## src/rtl/lbm_step_sequencer.sv

```systemverilog
// Frame-level controller for the fluid update: runs N collide->stream steps per frame,
// flips the ping-pong bank after each step and lends the BRAMs to the display between frames.
module lbm_step_sequencer #(
  parameter int STEP_W    = 4,
  parameter int TIMEOUT   = 131072,
  parameter int TIMEOUT_W = 17
) (
  input  logic              clk_in,
  input  logic              rst_in,
  input  logic              frame_start_in,
  input  logic [STEP_W-1:0] steps_in,
  input  logic              pause_in,
  input  logic              clear_err_in,
  output logic              collide_start_out,
  input  logic              collide_done_in,
  output logic              stream_start_out,
  input  logic              stream_done_in,
  output logic              bank_sel_out,
  output logic [1:0]        mem_owner_out,
  input  logic              display_req_in,
  input  logic              display_release_in,
  output logic              display_grant_out,
  output logic              busy_out,
  output logic [STEP_W-1:0] step_count_out,
  output logic              frame_done_out,
  output logic              frame_overrun_out,
  output logic              timeout_out
);

  typedef enum logic [2:0] {
    IDLE, C_START, C_WAIT, S_START, S_WAIT, STEP_END, DISPLAY, FAULT
  } state_t;

  localparam logic [TIMEOUT_W-1:0] TIMER_LAST = TIMEOUT_W'(TIMEOUT - 1);
  localparam logic [TIMEOUT_W-1:0] TIMER_MAX  = '1;

  state_t              state_q, state_d;
  logic [STEP_W-1:0]   target_q, target_d;
  logic [STEP_W-1:0]   step_count_q, step_count_d;
  logic [TIMEOUT_W-1:0] timer_q, timer_d;
  logic                bank_q, bank_d;
  logic                frame_pend_q, frame_pend_d;
  logic                disp_pend_q, disp_pend_d;
  logic                frame_done_q, frame_done_d;
  logic                overrun_q, overrun_d;
  logic                collide_start_q, collide_start_d;
  logic                stream_start_q, stream_start_d;
  logic [1:0]          mem_owner_q, mem_owner_d;
  logic                grant_q, grant_d;
  logic                busy_q, busy_d;
  logic                timeout_q, timeout_d;

  always_comb begin
    state_d      = state_q;
    target_d     = target_q;
    step_count_d = step_count_q;
    timer_d      = timer_q;
    bank_d       = bank_q;
    frame_pend_d = frame_pend_q;
    disp_pend_d  = disp_pend_q;
    frame_done_d = 1'b0;
    overrun_d    = 1'b0;

    // Any frame start outside IDLE/DISPLAY is dropped and flagged.
    if (frame_start_in && (state_q != IDLE) && (state_q != DISPLAY)) begin
      overrun_d = 1'b1;
    end

    case (state_q)
      IDLE: begin
        if (frame_pend_q) begin
          frame_pend_d = 1'b0;
          step_count_d = '0;
          overrun_d    = frame_start_in;
          disp_pend_d  = disp_pend_q | display_req_in;
          if (target_q == '0) frame_done_d = 1'b1;
          else                state_d      = C_START;
        end else if (frame_start_in) begin
          target_d     = steps_in;
          step_count_d = '0;
          disp_pend_d  = disp_pend_q | display_req_in;
          if (steps_in == '0) frame_done_d = 1'b1;
          else                state_d      = C_START;
        end else if (display_req_in || disp_pend_q) begin
          disp_pend_d = 1'b0;
          state_d     = DISPLAY;
        end
      end
      C_START: begin
        timer_d = '0;
        state_d = C_WAIT;
      end
      C_WAIT: begin
        if (collide_done_in)            state_d = S_START;
        else if (timer_q == TIMER_LAST) state_d = FAULT;
        else if (timer_q != TIMER_MAX)  timer_d = timer_q + TIMEOUT_W'(1);
      end
      S_START: begin
        timer_d = '0;
        state_d = S_WAIT;
      end
      S_WAIT: begin
        if (stream_done_in) begin
          state_d      = STEP_END;
          bank_d       = ~bank_q;
          step_count_d = step_count_q + STEP_W'(1);
        end else if (timer_q == TIMER_LAST) begin
          state_d = FAULT;
        end else if (timer_q != TIMER_MAX) begin
          timer_d = timer_q + TIMEOUT_W'(1);
        end
      end
      STEP_END: begin
        if (step_count_q == target_q) begin
          frame_done_d = 1'b1;
          state_d      = IDLE;
        end else if (!pause_in) begin
          state_d = C_START;
        end
      end
      DISPLAY: begin
        if (frame_start_in) begin
          if (frame_pend_q) begin
            overrun_d = 1'b1;
          end else begin
            frame_pend_d = 1'b1;
            target_d     = steps_in;
          end
        end
        if (display_release_in) state_d = IDLE;
      end
      FAULT: begin
        if (clear_err_in) begin
          state_d      = IDLE;
          step_count_d = '0;
        end
      end
      default: state_d = IDLE;
    endcase
  end

  // Outputs are decoded from the next state so they register in step with it.
  always_comb begin
    collide_start_d = (state_d == C_START);
    stream_start_d  = (state_d == S_START);
    grant_d         = (state_d == DISPLAY);
    timeout_d       = (state_d == FAULT);
    busy_d          = (state_d != IDLE) && (state_d != DISPLAY);
    mem_owner_d     = 2'd0;
    case (state_d)
      C_START, C_WAIT: mem_owner_d = 2'd1;
      S_START, S_WAIT: mem_owner_d = 2'd2;
      DISPLAY:         mem_owner_d = 2'd3;
      default:         mem_owner_d = 2'd0;
    endcase
  end

  always_ff @(posedge clk_in or negedge rst_in) begin
    if (!rst_in) begin
      state_q         <= IDLE;
      target_q        <= '0;
      step_count_q    <= '0;
      timer_q         <= '0;
      bank_q          <= 1'b0;
      frame_pend_q    <= 1'b0;
      disp_pend_q     <= 1'b0;
      frame_done_q    <= 1'b0;
      overrun_q       <= 1'b0;
      collide_start_q <= 1'b0;
      stream_start_q  <= 1'b0;
      mem_owner_q     <= 2'd0;
      grant_q         <= 1'b0;
      busy_q          <= 1'b0;
      timeout_q       <= 1'b0;
    end else begin
      state_q         <= state_d;
      target_q        <= target_d;
      step_count_q    <= step_count_d;
      timer_q         <= timer_d;
      bank_q          <= bank_d;
      frame_pend_q    <= frame_pend_d;
      disp_pend_q     <= disp_pend_d;
      frame_done_q    <= frame_done_d;
      overrun_q       <= overrun_d;
      collide_start_q <= collide_start_d;
      stream_start_q  <= stream_start_d;
      mem_owner_q     <= mem_owner_d;
      grant_q         <= grant_d;
      busy_q          <= busy_d;
      timeout_q       <= timeout_d;
    end
  end

  assign collide_start_out = collide_start_q;
  assign stream_start_out  = stream_start_q;
  assign bank_sel_out      = bank_q;
  assign mem_owner_out     = mem_owner_q;
  assign display_grant_out = grant_q;
  assign busy_out          = busy_q;
  assign step_count_out    = step_count_q;
  assign frame_done_out    = frame_done_q;
  assign frame_overrun_out = overrun_q;
  assign timeout_out       = timeout_q;

endmodule
```

## config.mk

```make
export PLATFORM = sky130hd
export DESIGN_NAME = lbm_step_sequencer
export DESIGN_NICKNAME = d
export VERILOG_FILES = /design/src/rtl/lbm_step_sequencer.sv
export SDC_FILE = /design/constraint.sdc
export NUM_CORES = 1
export LEC_CHECK = 0
export ABC_AREA = 1
export CAP_MARGIN = 0
export CORE_ASPECT_RATIO = 1.25
export CORE_MARGIN = 2
export CORE_UTILIZATION = 45
export DETAILED_ROUTE_END_ITERATION = 7
export PLACE_DENSITY_LB_ADDON = 0.15
export SLEW_MARGIN = 5
export SYNTH_ARGS = -nofsm -noshare
export SYNTH_HDL_FRONTEND = slang
export SYNTH_SLANG_ARGS = --single-unit
```

## constraint.sdc

```tcl
create_clock -name clk_in -period 5.2 [get_ports clk_in]
set_clock_uncertainty 0.05 [all_clocks]
set_input_delay 1.04 -clock clk_in [delete_from_list [all_inputs] [get_ports clk_in]]
set_output_delay 1.04 -clock clk_in [all_outputs]
set_load 0.05 [all_outputs]
```

==> results.cfg <==
[setup_path]
start_kind = register
slowest_stage = sky130_fd_sc_hd__clkdlybuf4s50_1
timing.rr.end = timer_q[3]
path_cells = clkdlybuf4s50_1
worst-path-max-fanout = 5
critPathArrivalTime_ps = 1570
rr_worst_depth = 14
cpLargestDelayFamily = buffers and inverters
critical_path_buffers_and_inverters = 1
setup.reg_to_reg.worst_slack_ps = 2920
critical_path.max_stage_delay_ps = 830
critPathLaunch = step_count_out[1]
worst_ep_required_time_ps = 4110
critPathCaptureType = primary output
worstReg2RegStart = timer_q[0]
worst_setup_path_class = reg2out

[floorplanning]
dieHeight_um = 84.4
rows = 29
initial_utilization = 0.462
die_area_um2 = 5770
ioPinCount = 27
fp.dieW_um = 68.3
design.core.area_um2 = 5040

[pwr]
pwr-share-seq = 0.316
p_int_w = 0.000790
combinationalPowerShare = 0.497
power.share.clock = 0.186
total_switching_power_w = 0.000721
power.density_nw_per_um2 = 553
post-layout-total-power_w = 0.00151
leakage_nw = 1.31
switching_share_of_total_power = 0.477
ir_worst_vdd_mv = 0.411

[clock_network]
cts_made_buffers = 5
post-cts-setup-buffer-count = 0
cts.sink_count = 40
root_buffer = sky130_fd_sc_hd__clkbuf_8
worst_setup_hold_path_clk_slew_ps = 80
cts_hold_repair.buffers = 0
cts-resized-gates = 0
clock_buffer_depth = 2
h_tree_levels = 2
tritoncts_clock_tree = built
clkLatencyLatePin_ps = 290

[worst_hold_path]
worstHoldStart = timer_q[16]
hold-path-cell-count = 2
whs_endpoint = timer_q[16]
hp-class = reg2reg

[sta]
fmax_mhz = 376
setup_total_negative_slack_ps = 0
maxSlewHeadroom = 0.412
postLayoutSetupSlackWorst_ps = 2540
timing.final.max_slew_violations = 0
final.period_utilization = 0.511
post_layout_min_period_ps = 2660
finalHoldViolCount = 0
timing_worst_slew_pin_value_ps = 882
rsz0062_at_grt = false
setup_violations = 0

[synthesis]
async_flop_share = 1.00
ys.warnings.count = 0
share_of_synthesized_area_occupied_by_flip_flops_and_latches = 0.430
edff_count_synth = 0
mappedNetlistNets = 326
most_used_flip_flop_cell_after_synthesis = sky130_fd_sc_hd__dfrtp_1
netlist-cell-type-count = 32
postSynthRegisterBits = 40
avgSynthCellArea_um2 = 7.51
synthesized_cell_area_um2 = 2330
synthesis.instances = 310

[place]
post-place-ws_ps = 2660
gp_routability_congestion = 0.774
post_dp_cell_area_um2 = 2610
dp_hpwl_um = 3740
numPortBuffers = 26

[final_layout]
final_layout_size_suffix_gt1_frac = 0.112
antenna_diode_count = 0
fillers = 492
fin_area_um2 = 2730
final_nets = 353
areaGrowthSynthToFinish_pct = 17.3

[route]
initialDrtViolationCount = 85
vias = 2082
route.detailed.wl_per_inst_um = 12.7
drcViolationCount = 0
routed_via_density = 5.21
antenna_left = 0
detail_route.first_pass.iterations = 4
wirelength_um = 5090

[global_route]
grt_overflow_total = 0
grt_max_degree = 41
first_global_vias = 2147
grt.total_usage = 0.202
initial_antenna_violation_count = 0
grt_first_pass_wirelength_um = 8950

[run]
max_cap_violations = 0

[status]
result_of_the_run = complete, no violations
[worst min-delay path: cells and delay by family (launching register included)]
family	cells	cell delay [ps]
DFF	1	350
AOI/OAI and AO/OA	1	60
and+or+nand+nor	1	50
[routing by layer]
metal | vias to the layer above | global-route usage | part of all wire
met5 | - | 0 | 0
met4 | 0 | 0.0764 | 0.022
met3 | 11 | 0.0456 | 0.024
met2 | 31 | 0.359 | 0.53
met1 | 974 | 0.227 | 0.42
li1 | 1066 | - | -
[cell families after synthesis]
group,count (synthesis),synth area share
compound gates,38,0.0908
xor+xnor,3,0.0113
fa+ha+maj,3,0.0161
buf+inv,51,0.0978
flops,40,0.430
simple gates,175,0.354
[flip-flops by register name, summed over array words and instances (netlist names)]
name	count
display_grant_out	1
step_count_out	4
busy_out	1
timer_q	17
timeout_out	1
target_q	4
bank_sel_out	1
mem_owner_out	2
collide_start_out	1
frame_overrun_out	1
state_q	3
stream_start_out	1
frame_done_out	1
disp_pend_q	1
frame_pend_q	1
[synthesized netlist by cell type (2+ instances only)]
cell type | count | area share
sky130_fd_sc_hd__nand2_1 | 75 | 0.12
sky130_fd_sc_hd__dfrtp_1 | 40 | 0.43
sky130_fd_sc_hd__inv_1 | 34 | 0.055
sky130_fd_sc_hd__nor2_1 | 32 | 0.052
sky130_fd_sc_hd__nand3_1 | 20 | 0.043
sky130_fd_sc_hd__nand4_1 | 20 | 0.054
sky130_fd_sc_hd__o21ai_1 | 15 | 0.032
sky130_fd_sc_hd__nor3_1 | 10 | 0.021
sky130_fd_sc_hd__inv_2 | 9 | 0.015
sky130_fd_sc_hd__o21ai_0 | 9 | 0.019
sky130_fd_sc_hd__a21oi_1 | 7 | 0.015
sky130_fd_sc_hd__nand2_2 | 5 | 0.013
sky130_fd_sc_hd__nor2_2 | 5 | 0.013
sky130_fd_sc_hd__buf_6 | 4 | 0.019
sky130_fd_sc_hd__ha_1 | 3 | 0.016
sky130_fd_sc_hd__nand3_2 | 3 | 0.013
sky130_fd_sc_hd__a21oi_2 | 2 | 0.0075
sky130_fd_sc_hd__o21bai_1 | 2 | 0.0064
sky130_fd_sc_hd__xor2_1 | 2 | 0.0075
[power groups by stage]
stage                     logic, W  clock network (W)  registers (W)
after floorplan           0.000525                  0       0.000574
after global placement    0.000751                  0       0.000486
after detailed placement  0.000754                  0       0.000482
after CTS                 0.000759           0.000287       0.000479
after global routing      0.000848           0.000299       0.000490
final                     0.000751           0.000282       0.000478
[how the worst max path moves through the flow]
stage,cells past startpoint,to
floorplan,10,busy_out
global placement,11,busy_out
detailed placement,11,busy_out
CTS,1,step_count_out[0]
global route,1,step_count_out[1]
finish,1,step_count_out[1]
[per-stage QoR]
step | cells | hold slack, ps | util
6_report | 400 | 457 | 0.542
5_1_grt | 400 | 475 | 0.542
4_1_cts | 400 | 466 | 0.542
3_5_place_dp | 392 | 447 | 0.516
3_3_place_gp | 392 | 444 | 0.516
2_1_floorplan | 310 | 415 | -
[layout make-up]
| cell class | instances | area (um^2) | area share |
|---|---|---|---|
| clock buffer | 7 | 96.3 | 0.0353 |
| clock inverter | 1 | 30.0 | 0.0110 |
| inverter | 45 | 171 | 0.0628 |
| multi-input combinational | 219 | 1100 | 0.403 |
| sequential | 40 | 1000 | 0.366 |
| tap | 62 | 77.6 | 0.0284 |
| timing repair buffer | 26 | 255 | 0.0934 |
[cells in the final DEF (no fill, tap or decap), types with 2 or more instances in the layout]
| master | n |
|---|---|
| sky130_fd_sc_hd__nand2_1 | 75 |
| sky130_fd_sc_hd__dfrtp_1 | 40 |
| sky130_fd_sc_hd__inv_1 | 34 |
| sky130_fd_sc_hd__nor2_1 | 32 |
| sky130_fd_sc_hd__clkdlybuf4s50_1 | 25 |
| sky130_fd_sc_hd__nand4_1 | 20 |
| sky130_fd_sc_hd__nand3_1 | 20 |
| sky130_fd_sc_hd__o21ai_1 | 15 |
| sky130_fd_sc_hd__nor3_1 | 10 |
| sky130_fd_sc_hd__inv_2 | 9 |
| sky130_fd_sc_hd__o21ai_0 | 9 |
| sky130_fd_sc_hd__a21oi_1 | 7 |
| sky130_fd_sc_hd__clkbuf_8 | 7 |
| sky130_fd_sc_hd__nand2_2 | 5 |
| sky130_fd_sc_hd__nor2_2 | 5 |
| sky130_fd_sc_hd__nand3_2 | 3 |
| sky130_fd_sc_hd__ha_1 | 3 |
| sky130_fd_sc_hd__a21oi_2 | 2 |
| sky130_fd_sc_hd__xor2_1 | 2 |
| sky130_fd_sc_hd__o21bai_1 | 2 |
No activity file was read; power rests on OpenSTA's default activity.
